[src/rtl/keccak_out_writer.sv]
// keccak_out_writer: streams keccak words into memory from a command address.
// Define KECCAK_OUT_WRITER_SKID_EN for a 2-entry FIFO ahead of memory.
module keccak_out_writer #(
  parameter int AddrSize  = 12,
  parameter int CountSize = 12
) (
  input  logic                          clk,
  input  logic                          rst,
  input  logic [AddrSize+CountSize-1:0] cmd,
  input  logic                          cmd_isReady,
  output logic                          cmd_canReceive,
  input  logic [63:0]                   in,
  input  logic                          in_isReady,
  output logic                          in_canReceive,
  input  logic                          in_isLast_in,
  output logic                          in_isLast_out,
  output logic [AddrSize-1:0]           mem_addr,
  output logic [63:0]                   mem_data,
  output logic                          mem_wr,
  input  logic                          mem_canWrite,
  output logic                          done
);

  typedef enum logic [1:0] {
    Idle,
    Run,
    Drain
  } state_t;

  state_t               state;
  logic [AddrSize-1:0]  addr;
  logic [CountSize-1:0] remaining;
  logic                 doneQ;

  logic                 cmdAccept;
  logic                 xfer;
  logic                 lastXfer;
  logic                 wrDone;
  logic                 drained;
  logic [AddrSize-1:0]  cmdAddr;
  logic [CountSize-1:0] cmdCount;

  assign cmdAddr  = cmd[AddrSize+CountSize-1:CountSize];
  assign cmdCount = cmd[CountSize-1:0];

  // rst gates the ready so nothing is offered while reset is held
  assign cmd_canReceive = rst & (state == Idle);
  assign cmdAccept      = cmd_canReceive & cmd_isReady;
  assign xfer           = in_canReceive & in_isReady;
  assign lastXfer       = xfer &
                          ((remaining == CountSize'(1)) | in_isLast_in);
  assign in_isLast_out  = lastXfer;
  assign wrDone         = mem_wr & mem_canWrite;
  assign mem_addr       = addr;
  assign done           = doneQ;

`ifdef KECCAK_OUT_WRITER_SKID_EN
  logic [63:0] fifoMem [2];
  logic        wrPtr;
  logic        rdPtr;
  logic [1:0]  fifoCnt;

  assign in_canReceive = (state == Run) & (fifoCnt != 2'd2);
  assign mem_wr        = (fifoCnt != 2'd0);
  assign mem_data      = fifoMem[rdPtr];
  assign drained       = (fifoCnt == 2'd0);

  always_ff @(posedge clk) begin
    if (xfer) fifoMem[wrPtr] <= in;
  end

  always_ff @(posedge clk or negedge rst) begin
    if (!rst) begin
      wrPtr   <= 1'b0;
      rdPtr   <= 1'b0;
      fifoCnt <= 2'd0;
    end else begin
      if (xfer)   wrPtr <= ~wrPtr;
      if (wrDone) rdPtr <= ~rdPtr;
      fifoCnt <= fifoCnt + {1'b0, xfer} - {1'b0, wrDone};
    end
  end
`else
  assign in_canReceive = (state == Run) & mem_canWrite;
  assign mem_wr        = (state == Run) & in_isReady;
  assign mem_data      = in;
  assign drained       = 1'b1;
`endif

  always_ff @(posedge clk or negedge rst) begin
    if (!rst) begin
      state     <= Idle;
      addr      <= '0;
      remaining <= '0;
      doneQ     <= 1'b0;
    end else begin
      doneQ <= 1'b0;
      if (wrDone) addr <= addr + AddrSize'(1);
      unique case (state)
        Idle: begin
          if (cmdAccept) begin
            addr      <= cmdAddr;
            remaining <= cmdCount;
            if (cmdCount == '0) doneQ <= 1'b1;
            else                state <= Run;
          end
        end
        Run: begin
          if (lastXfer) begin
            remaining <= '0;
            state     <= Drain;
          end else if (xfer) begin
            remaining <= remaining - CountSize'(1);
          end
        end
        Drain: begin
          if (drained) begin
            state <= Idle;
            doneQ <= 1'b1;
          end
        end
        default: state <= Idle;
      endcase
    end
  end

endmodule

[config.mk]
export PLATFORM = sky130hd
export DESIGN_NAME = keccak_out_writer
export DESIGN_NICKNAME = d
export VERILOG_FILES = /design/src/rtl/keccak_out_writer.sv
export SDC_FILE = /design/constraint.sdc
export NUM_CORES = 1
export LEC_CHECK = 0
export ABC_CLOCK_PERIOD_IN_PS = 1700
export BUFFER_PORTS_ARGS = -buffer_cell sky130_fd_sc_hd__buf_4
export CAP_MARGIN = 20
export CORE_ASPECT_RATIO = 0.5
export CORE_MARGIN = 2
export CORE_UTILIZATION = 35
export DETAILED_ROUTE_END_ITERATION = 16
export GPL_ROUTABILITY_DRIVEN = 0
export GPL_TIMING_DRIVEN = 0
export PLACE_DENSITY = 0.77
export SYNTH_ARGS = -nofsm -noshare
export SYNTH_HDL_FRONTEND = slang
export SYNTH_SLANG_ARGS = --single-unit
export TNS_END_PERCENT = 5
[constraint.sdc]
create_clock -name clk -period 1.7 [get_ports clk]
set_input_delay 0.34 -clock clk [delete_from_list [all_inputs] [get_ports clk]]
set_output_delay 0.34 -clock clk [all_outputs]
set_load 0.01 [all_outputs]
==> results of run 1 <==
worst paths after layout:
path	to	slack (ps)	cells after the start
max	remaining[9]$_DFFE_PN0P_	-290	6
min	mem_addr[9]$_DFF_PN0_	-10	1
max reg2reg	remaining[9]$_DFFE_PN0P_	-290	6
min reg2reg	done$_DFF_PN0_	520	1
max in group asynchronous	state[0]$_DFFE_PN0P_	1420	1
min in group clk	mem_addr[10]$_DFF_PN0_	280	3
flip-flops by register name, indices dropped and copies added, names as in the netlist:
register   count
mem_addr      12
done           1
remaining     12
state          2
layer usage:
metal	up-vias	part of all wire [%]	global-route usage, %
li1	1030	-	-
met1	988	37	19.3
met2	118	52	33.4
met3	8	10	5.46
met4	0	1.3	4.53
met5	-	0	0
synth_stat cells (2+ instances only):
master,n
buf_4,64
o211ai_1,3
o21ai_0,16
nand2b_1,2
o22ai_1,2
a21oi_1,6
nand3_1,12
xnor2_1,6
o31a_1,3
nor3_1,4
or3_1,4
and3_1,3
ha_1,3
a22oi_1,3
dfrtp_1,27
nor2_1,12
xor2_1,5
nand4_1,6
nand2_1,24
and2_1,2
clkbuf_1,5
inv_1,6
nor4_1,3
metrics by stage:
stage | cell area, sq um | hold WS (ps) | total power, uW
after floorplan | 2110 | 44.4 | 2300
after global placement | 3030 | 281 | 2940
after detailed placement | 3030 | 289 | 3020
after CTS | 3130 | 7.18 | 3610
after global routing | 3170 | 21.0 | 3910
final | 3170 | -13.6 | 3660
cell families after synthesis:
kind of cell,synth area share [%]
AOI/OAI and AO/OA,14.1
xor gates and xnor gates,4.59
adders and majority gates,1.79
buffers and inverters,25.7
DFF,32.2
muxes,0.477
and+or+nand+nor,21.1
worst max-delay path, cell delays in order, from the launching register on:
cell and delay [ps]:
dfrtp_1 410, buf_4 150, or4_4 550, or2_0 240
or3_1 310, a21oi_1 130, o211ai_1 90
area by class of cell:
type	instances	share of cell area, %
buffer	71	16.6
timing repair buffer	112	26.5
multi-input combinational	142	29.3
tap	73	2.88
clock buffer	4	2.49
inverter	6	0.711
sequential	27	21.4
repair_timing:
action,CTS,global route
pin swaps,4,7
setup buffers,1,1
resized for setup,4,17
endpoints found under the setup margin,27,29
power groups by stage:
stage          registers [uW]  clock network [uW]  logic, uW
3_3_place_gp             1330                   0       1620
4_1_cts                  1340                 556       1720
3_5_place_dp             1350                   0       1670
6_report                 1350                 548       1760
5_1_grt                  1400                 576       1930
2_1_floorplan            1330                   0        967
==> results by group, run 1 <==
Critical path
  – Worst Path Arrival: 2130 ps
  – Critical Path Source: remaining[1]$_DFFE_PN0P_
  – Setup Crit Path Kind: reg -> reg
  – Req. time, crit path: about 1800 ps
  – RR Startpoint: remaining[1]$_DFFE_PN0P_
  – CP Capture Type: register
  – Critical Path Source Type: register
  – Crit path max fanout: 5

STA
  – Max Clock Freq: ~0.50 GHz
  – Final hold vios: 27
  – RSZ-0062 raised after global routing: true
  – # setup viols final: 13
  – Setup Skew: between 4 and 5 ps
  – Setup ws final: -286 ps
  – Slew HR: 61.8%
  – Fin Setup TNS: -2420 ps
  – Fin. max-slew vios: 0
  – Hold slack: -13.6 ps
  – Fin crit share: 117%
  – Fin crit period: roughly 2000 ps
  – Worst-Margin Slew: between 500 and 600 ps

Finish
  – # fillers: between 500 and 600
  – Nets: 460
  – Antenna diodes: 0
  – Share of cells above drive strength 1: 55.2%
  – Commonest cells after routing, fill and taps aside: buf_4 (176), dfrtp_1 (25), nand2_1 (24)
  – Post-Route Utilization: 56.2%
  – Most common cell after layout, fill and taps aside: buf_4
  – Multi-input logic area: slightly above 900 sq um
  – Finished Layout Cells: 435
  – Synth-to-layout area growth: 51.1%
  – Register area: between 600 and 700 sq um

Power and ir drop
  – Combinational power share: about 48%
  – Net Sw Frac: between 40% and 50%
  – Clock power frac: 15.0%
  – Flop pwr share: between 30 and 40%
  – Internal power: approximately 2200 uW
  – PwrDens: 1160 mW/mm^2
  – Peak supply drop: approximately 400 uV
  – Pleak: 0.00153 uW
  – Net load switching power: ~1500 uW

Die
  – Cell row count: 19
  – Initial Util: 37.2%
  – Die H: about 59 microns
  – Core Footprint: 0.00563 sq mm
  – Ports: about 180
  – Die width: 113 microns
  – Die area: between 0.006 and 0.007 sq mm

Drt
  – Final WL: roughly 6200 microns
  – Avg WL per Cell: approximately 14 microns
  – Drt pass-1 iters: 4
  – DR vias: 2,144
  – Drt drc: 0
  – Via density: approximately 5
  – Antenna viol nets, final: 0
  – 1st-iter DRT viols: roughly 120

Logic synthesis
  – Cells after Synth: about 250
  – Top cell type's share of synthesized area: 32.2%
  – Ys async rst share: between 90% and 100%
  – Number of synthesized flops with an enable pin: 0
  – Post-synth top flop: dfrtp_1
  – Mapped Area: between 0.002 and 0.0025 sq mm
  – Seq cells post-synth: 27
  – Largest cells by area after synthesis: dfrtp_1 (32%), buf_4 (23%), nand2_1 (4.3%)
  – Post-Syn Nets: 343
  – Leading area contributor after synthesis: dfrtp_1
  – Post-synthesis cell type count: 48
  – Seq/Total Area, Yosys: between 30% and 40%
  – Synthesized area per cell: approximately 8.5 sq um
  – Number of synthesis warnings: 0

Placement
  – HPWL Detailed: around 5000 microns
  – Port Buffers: 110
  – Placed Instances: about 430
  – Pre-CTS setup slack: -492 ps

Global routing
  – GR Overflow Total: 0
  – Largest net degree at the start of global routing: 30
  – Initial antenna violation count: 0
  – Vias in the first global route: just over 2,000
  – First-pass GRT wire length: 9410 microns
  – Total GRT Usage: between 15 and 20%

Clock network
  – Root Driver: clkbuf_16
  – CTS Buffer Depth: 2
  – CTS tree: built
  – Worst-path clk slew: ~70 ps
  – Htree depth: 1
  – Worst-skew pair later-pin latency: between 200 and 300 ps
  – CTS Sinks: 27
  – Total CTS buffers: 3
  – Cts hold-fix bufs: 0

Hold path
  – Hold Crit Class: in -> async

Run
  – Max Cap Viol: 0

Run status
  – Failing checks: hold timing, setup timing
  – Outcome: finished with violations
No activity file was read; power rests on OpenSTA's default activity.
==> inputs of run 2 (changes only) <==
--- a/config.mk
+++ b/config.mk
@@ -10,11 +10,11 @@
 export CAP_MARGIN = 20
 export CORE_ASPECT_RATIO = 0.5
 export CORE_MARGIN = 2
-export CORE_UTILIZATION = 35
+export CORE_UTILIZATION = 34
 export DETAILED_ROUTE_END_ITERATION = 16
 export GPL_ROUTABILITY_DRIVEN = 0
 export GPL_TIMING_DRIVEN = 0
-export PLACE_DENSITY = 0.77
+export PLACE_DENSITY = 0.75
 export SYNTH_ARGS = -nofsm -noshare
 export SYNTH_HDL_FRONTEND = slang
 export SYNTH_SLANG_ARGS = --single-unit
==> run 2 against run 1 <==
Effect of this change: the flow still finishes with violations (hold timing, setup timing); setup slack better by 42 ps; cell area is 2.6% higher; highest routed layer unchanged; clock power is 0.9% higher; sequential power about the same; die area rose by 2.8%; critical path depth stayed put; via count up 1.9%; hold slack better by 9.9 ps; global-route usage is 0.82 points lower; clock skew about the same; register-to-register slack better by 40 ps.
==> results by group, run 2 (synthesis gave the netlist of run 1 again) <==
Finish
  – Synth-to-layout area growth: 55.0% (was 51.1%)
  – Commonest cells after routing, fill and taps aside: buf_4 (179), dfrtp_1 (25), nand2_1 (24) (was buf_4 (176), dfrtp_1 (25), nand2_1 (24))
  – Nets: 464 (was 460)
  – Share of cells above drive strength 1: 56.6% (was 55.2%)
  – Finished Layout Cells: 443 (was 435)
  – Antenna diodes: 0 (unchanged)
  – Most common cell after layout, fill and taps aside: buf_4 (unchanged)
  – Final Cell Area: 0.00325 sq mm (was 0.00317 sq mm)
  – # fillers: 545 (was 512)

Critical path
  – Top delay family on crit path: simple AND/OR/NAND/NOR gates (unchanged)
  – Critical Path Source Type: register (unchanged)
  – Setup Crit Path Kind: reg -> out (was reg -> reg)
  – Cell Chain, Critical Path: inv_2 > ha_4 > nor4b_4 > a31oi_4 > nor2_1 > buf_4 (was buf_4 > or4_4 > or2_0 > or3_1 > a21oi_1 > o211ai_1)
  – Crit path max fanout: 5 (unchanged)
  – Critical path's slowest cell: dfrtp_1 (was or4_4)
  – CP Capture Type: output pin (was register)
  – Worst Path Arrival: 1600 ps (was 2130 ps)
  – Req. time, crit path: 1360 ps (was 1840 ps)
  – Slowest stage delay, CP: 400 ps (was 550 ps)
  – Worst Path Buf+Inv: 2 (was 1)

Die
  – Core Footprint: 0.00601 sq mm (was 0.00563 sq mm)
  – Cell row count: 20 (was 19)
  – Die width: 115 microns (was 113 microns)
  – Die area: 0.00685 sq mm (was 0.00666 sq mm)
  – Die H: 59.5 microns (was 58.7 microns)
  – Initial Util: 34.9% (was 37.2%)
  – Ports: 175 (unchanged)

Placement
  – Area after DPL: 0.00303 sq mm (about the same)
  – Port Buffers: 110 (unchanged)
  – HPWL Detailed: 4930 microns (about the same)
  – Placed Instances: 433 (was 429)

STA
  – Hold slack: -3.68 ps (was -13.6 ps)
  – Slew HR: 66.0% (was 61.8%)
  – Setup Skew: 4.01 ps (was 4.12 ps)
  – Final hold vios: 7 (was 27)
  – Fin crit period: 1940 ps (was 1990 ps)
  – # setup viols final: 14 (was 13)
  – RSZ-0062 raised after global routing: true (unchanged)
  – Worst-Margin Slew: 510 ps (was 569 ps)
  – Fin crit share: 114% (was 117%)
  – Max Clock Freq: 0.514 GHz (was 0.503 GHz)
  – Fin. max-slew vios: 0 (unchanged)
  – Setup ws final: -244 ps (was -286 ps)

Clock network
  – Worst-skew pair later-pin latency: 270 ps (was 260 ps)
  – Total CTS buffers: 3 (unchanged)
  – Root Driver: clkbuf_16 (unchanged)
  – Htree depth: 1 (unchanged)
  – CTS Sinks: 27 (unchanged)
  – CTS tree: built (unchanged)
  – Worst-path clk slew: 70 ps (about the same)
  – CTS Buffer Depth: 2 (unchanged)

Power and ir drop
  – Combinational power share: 48.8% (was 48.0%)
  – Net Sw Frac: 40.6% (was 40.2%)
  – Clock power frac: 14.7% (was 15.0%)
  – Internal power: 2230 uW (was 2190 uW)
  – Pleak: 0.00155 uW (was 0.00153 uW)
  – Flop pwr share: 36.5% (was 37.0%)
  – Peak supply drop: 370 uV (was 409 uV)
  – Power Total: 3760 uW (was 3660 uW)
  – Net load switching power: 1520 uW (was 1470 uW)
  – PwrDens: 1160 mW/mm^2 (about the same)

Run status
  – Failing checks: hold timing, setup timing (unchanged)
  – Outcome: finished with violations (unchanged)

Drt
  – Drt drc: 0 (unchanged)
  – Drt pass-1 iters: 5 (was 4)
  – Final WL: 6380 microns (was 6200 microns)
  – Avg WL per Cell: 14.4 microns (was 14.2 microns)
  – 1st-iter DRT viols: 142 (was 119)
  – Antenna viol nets, final: 0 (unchanged)
  – Via density: 4.93 (about the same)
  – DR vias: 2,185 (was 2,144)

Global routing
  – GR Overflow Total: 0 (unchanged)
  – Vias in the first global route: 2,007 (was 2,056)
  – First-pass GRT wire length: 8980 microns (was 9410 microns)
  – Largest net degree at the start of global routing: 30 (unchanged)
  – Total GRT Usage: 16.7% (was 17.5%)
  – Initial antenna violation count: 0 (unchanged)

Hold path
  – Hold Crit Class: in -> async (unchanged)

Run
  – Max Cap Viol: 0 (unchanged)
run 2: cell count changes in the layout (fill, tap and decap cells not counted), sizes merged:
cell and delta:
buf +4, clkbuf -1, clkinv +1
run 2: power groups by stage:
stage	Sequential, uW	Combinational, uW	Clock (uW)
after floorplan	1330	967	0
after global placement	1330	1630	0
after detailed placement	1350	1670	0
after CTS	1350	1770	558
after global routing	1420	2000	579
final	1370	1830	553
run 2: area by class of cell:
type / count / area [sq um] / area share [%]
Inverter: 6 / 22.5 / 0.693
Clock buffer: 3 / 75.1 / 2.31
Sequential cell: 27 / 678 / 20.9
Clock inverter: 1 / 5.00 / 0.154
Timing Repair Buffer: 117 / 898 / 27.6
Multi-Input combinational cell: 142 / 967 / 29.8
Buffer: 70 / 508 / 15.6
Tap cell: 77 / 96.3 / 2.96
run 2: through the flow:
stage	setup TNS [ps]	worst slack (ps)	util, %
floorplan	-300	-107	-
global placement	-11190	-592	50.5
detailed placement	-11500	-616	50.5
CTS	-1830	-204	53.0
global route	-3510	-318	54.1
finish	-1940	-244	54.1
run 2: worst register-to-register path, delay by kind of cell (launching register included):
kind | cells | cell delay [ps]
AOI/OAI and AO/OA | 4 | 890
DFF | 1 | 400
and+or+nand+nor | 1 | 290
adders and majority gates | 1 | 130
buffers and inverters | 1 | 110
run 2: timing repair:
| action | CTS | global route |
|---|---|---|
| pin swaps | 6 | 7 |
| endpoints found under the setup margin | 27 | 28 |
| buffers inserted | 5 | 1 |
| hold buffers | 0 | 1 |
| gates resized for setup | 10 | 14 |
| endpoints found under the hold margin | 0 | 27 |
run 2: routing by layer:
metal	vias up	share of wire [%]	GRT usage [%]
met5	-	0	0
met4	0	1.6	3.96
met3	11	9.7	4.50
met2	128	52	32.8
met1	1010	37	18.2
li1	1036	-	-
run 2: worst paths after layout:
check                                              start                  endpoint  slack (ps)  cells past startpoint
worst min register to register      state[1]$_DFFE_PN0P_      state[0]$_DFFE_PN0P_         570                      1
worst max-delay path            remaining[1]$_DFFE_PN0P_             in_isLast_out        -240                      6
worst min-delay path                                 rst      state[1]$_DFFE_PN0P_          -4                      2
worst max register to register  remaining[1]$_DFFE_PN0P_  remaining[0]$_DFFE_PN0P_        -240                      7
min in group clk                                 cmd[12]     mem_addr[0]$_DFF_PN0_         280                      3
max in group asynchronous                            rst  remaining[0]$_DFFE_PN0P_        1540                      2
==> inputs of run 3 (changes only) <==
--- a/config.mk
+++ b/config.mk
@@ -15,6 +15,7 @@
 export GPL_ROUTABILITY_DRIVEN = 0
 export GPL_TIMING_DRIVEN = 0
 export PLACE_DENSITY = 0.75
+export SKIP_CTS_REPAIR_TIMING = 1
 export SYNTH_ARGS = -nofsm -noshare
 export SYNTH_HDL_FRONTEND = slang
 export SYNTH_SLANG_ARGS = --single-unit
==> run 3 against run 2 <==
Effect of this change: the run still ends with hold timing, setup timing left; clock power barely moved; maximum frequency down 1.8%; routed wire length fell by 0.94%; cell area increased by 0.31%; combinational power is essentially flat; setup slack lost 36 ps; sequential cell count unchanged; sequential share of layout area about the same; hold slack got worse by 7.7 ps; core utilization up 0.17 points; cell count up 0.23%; die area is the same; highest routed layer unchanged.
==> results by group, run 3 (synthesis gave the netlist of run 1 again) <==
Power and ir drop
  – Internal power: 2230 uW (about the same)
  – Flop pwr share: 36.5% (about the same)
  – Net load switching power: 1530 uW (was 1520 uW)
  – PwrDens: 1150 mW/mm^2 (was 1160 mW/mm^2)
  – Combinational power share: 48.8% (about the same)
  – Net Sw Frac: 40.6% (about the same)
  – Power Total: 3760 uW (about the same)
  – Pleak: 0.00156 uW (was 0.00155 uW)
  – Peak supply drop: 375 uV (was 370 uV)
  – Clock power frac: 14.8% (was 14.7%)

Finish
  – Antenna diodes: 0 (unchanged)
  – Nets: 465 (was 464)
  – Finished Layout Cells: 444 (was 443)
  – Synth-to-layout area growth: 55.5% (was 55.0%)
  – Commonest cells after routing, fill and taps aside: buf_4 (180), nand2_1 (24), dfrtp_1 (24) (was buf_4 (179), dfrtp_1 (25), nand2_1 (24))
  – # fillers: 544 (was 545)
  – Share of cells above drive strength 1: 56.9% (was 56.6%)
  – Most common cell after layout, fill and taps aside: buf_4 (unchanged)

Global routing
  – Largest net degree at the start of global routing: 30 (unchanged)
  – Vias in the first global route: 1,961 (was 2,007)
  – Total GRT Usage: 16.2% (was 16.7%)
  – GR Overflow Total: 0 (unchanged)
  – Initial antenna violation count: 0 (unchanged)
  – First-pass GRT wire length: 8760 microns (was 8980 microns)

STA
  – Worst-Margin Slew: 488 ps (was 510 ps)
  – Max Clock Freq: 0.505 GHz (was 0.514 GHz)
  – RSZ-0062 raised after global routing: true (unchanged)
  – Slew HR: 67.5% (was 66.0%)
  – Fin crit share: 117% (was 114%)
  – # setup viols final: 16 (was 14)
  – Fin. max-slew vios: 0 (unchanged)
  – Setup ws final: -281 ps (was -244 ps)
  – Final hold vios: 12 (was 7)
  – Hold slack: -11.4 ps (was -3.68 ps)
  – Fin crit period: 1980 ps (was 1940 ps)
  – Setup Skew: 6.29 ps (was 4.01 ps)

Die
  – Initial Util: 34.9% (unchanged)
  – Ports: 175 (unchanged)
  – Die H: 59.5 microns (unchanged)
  – Die area: 0.00685 sq mm (unchanged)
  – Core Footprint: 0.00601 sq mm (unchanged)
  – Cell row count: 20 (unchanged)
  – Die width: 115 microns (unchanged)

Critical path
  – Critical path's slowest cell: dfrtp_1 (unchanged)
  – Top delay family on crit path: compound AO/OA/AOI/OAI gates (was simple AND/OR/NAND/NOR gates)
  – Worst Path Buf+Inv: 2 (unchanged)
  – Req. time, crit path: 1850 ps (was 1360 ps)
  – Cell Chain, Critical Path: inv_2 > ha_4 > nor4b_4 > a31oi_4 > o21a_1 > buf_6 > a221o_1 > a21boi_1 (was inv_2 > ha_4 > nor4b_4 > a31oi_4 > nor2_1 > buf_4)
  – Worst Path Arrival: 2130 ps (was 1600 ps)
  – Slowest stage delay, CP: 410 ps (was 400 ps)
  – Critical Path Source Type: register (unchanged)
  – CP Capture Type: register (was output pin)
  – Crit path max fanout: 6 (was 5)
  – Setup Crit Path Kind: reg -> reg (was reg -> out)

Placement
  – Port Buffers: 110 (unchanged)
  – Pre-CTS setup slack: -616 ps (unchanged)
  – HPWL Detailed: 4930 microns (unchanged)
  – Placed Instances: 433 (unchanged)

Clock network
  – Root Driver: clkbuf_16 (unchanged)
  – CTS Buffer Depth: 2 (unchanged)
  – CTS Sinks: 27 (unchanged)
  – Total CTS buffers: 3 (unchanged)
  – Htree depth: 1 (unchanged)
  – Worst-path clk slew: 70 ps (about the same)
  – Worst-skew pair later-pin latency: 270 ps (about the same)
  – CTS tree: built (unchanged)

Drt
  – Final WL: 6320 microns (was 6380 microns)
  – Via density: 4.88 (was 4.93)
  – Drt pass-1 iters: 4 (was 5)
  – Avg WL per Cell: 14.2 microns (was 14.4 microns)
  – Antenna viol nets, final: 0 (unchanged)
  – DR vias: 2,167 (was 2,185)
  – 1st-iter DRT viols: 106 (was 142)
  – Drt drc: 0 (unchanged)

Run
  – Max Cap Viol: 0 (unchanged)

Run status
  – Outcome: finished with violations (unchanged)
  – Failing checks: hold timing, setup timing (unchanged)

Hold path
  – Hold Crit Class: in -> async (unchanged)
==> run 3: changes by cell type in the layout (fill, tap and decap cells not counted), sizes merged <==
cell    previous run  this run
buf              182       184
clkbuf             8         7
==> run 3: path summary, 6_finish.rpt <==
check / start / endpoint / slack, ps / cells after the start
worst max-delay path: remaining[1]$_DFFE_PN0P_ / remaining[0]$_DFFE_PN0P_ / -280 / 8
worst min-delay path: rst / state[1]$_DFFE_PN0P_ / -10 / 2
worst min register to register: state[0]$_DFFE_PN0P_ / done$_DFF_PN0_ / 580 / 1
max in group asynchronous: rst / remaining[8]$_DFFE_PN0P_ / 1540 / 2
min in group clk: cmd[12] / mem_addr[0]$_DFF_PN0_ / 280 / 3
worst max register to register: remaining[1]$_DFFE_PN0P_ / remaining[0]$_DFFE_PN0P_ / -280 / 8
==> run 3: stage by stage <==
| stage | area (sq um) | TNS (ps) | hold WS, ps | util, % |
|---|---|---|---|---|
| floorplan | 2110 | -300 | 44.4 | - |
| global placement | 3030 | -11190 | 280 | 50.5 |
| detailed placement | 3030 | -11500 | 287 | 50.5 |
| CTS | 3110 | -5670 | 1.36 | 51.8 |
| global route | 3260 | -3630 | 2.17 | 54.3 |
| finish | 3260 | -2080 | -11.4 | 54.3 |
==> run 3: area by class of cell <==
class,count,area [sq um],area share [%]
clock inverters,1,5.00,0.153
plain buffers,71,519,15.9
clock buffers,3,75.1,2.30
flip-flops and latches,27,679,20.8
repair buffers,117,895,27.4
inverters,6,22.5,0.691
well taps,77,96.3,2.95
multi-input cells,142,968,29.7
==> run 3: power by group through the flow <==
stage          registers, uW  clock network (uW)  logic (uW)
6_report                1370                 555        1830
5_1_grt                 1420                 578        2010
4_1_cts                 1340                 558        1680
3_5_place_dp            1350                   0        1670
3_3_place_gp            1330                   0        1630
2_1_floorplan           1330                   0         967
==> run 3: layer usage <==
metal | GRT usage, % | vias up | wire length [microns]
li1 | - | 1041 | -
met1 | 18.1 | 1003 | 2400
met2 | 31.5 | 110 | 3250
met3 | 4.50 | 13 | 580
met4 | 3.27 | 0 | 85
met5 | 0 | - | 0
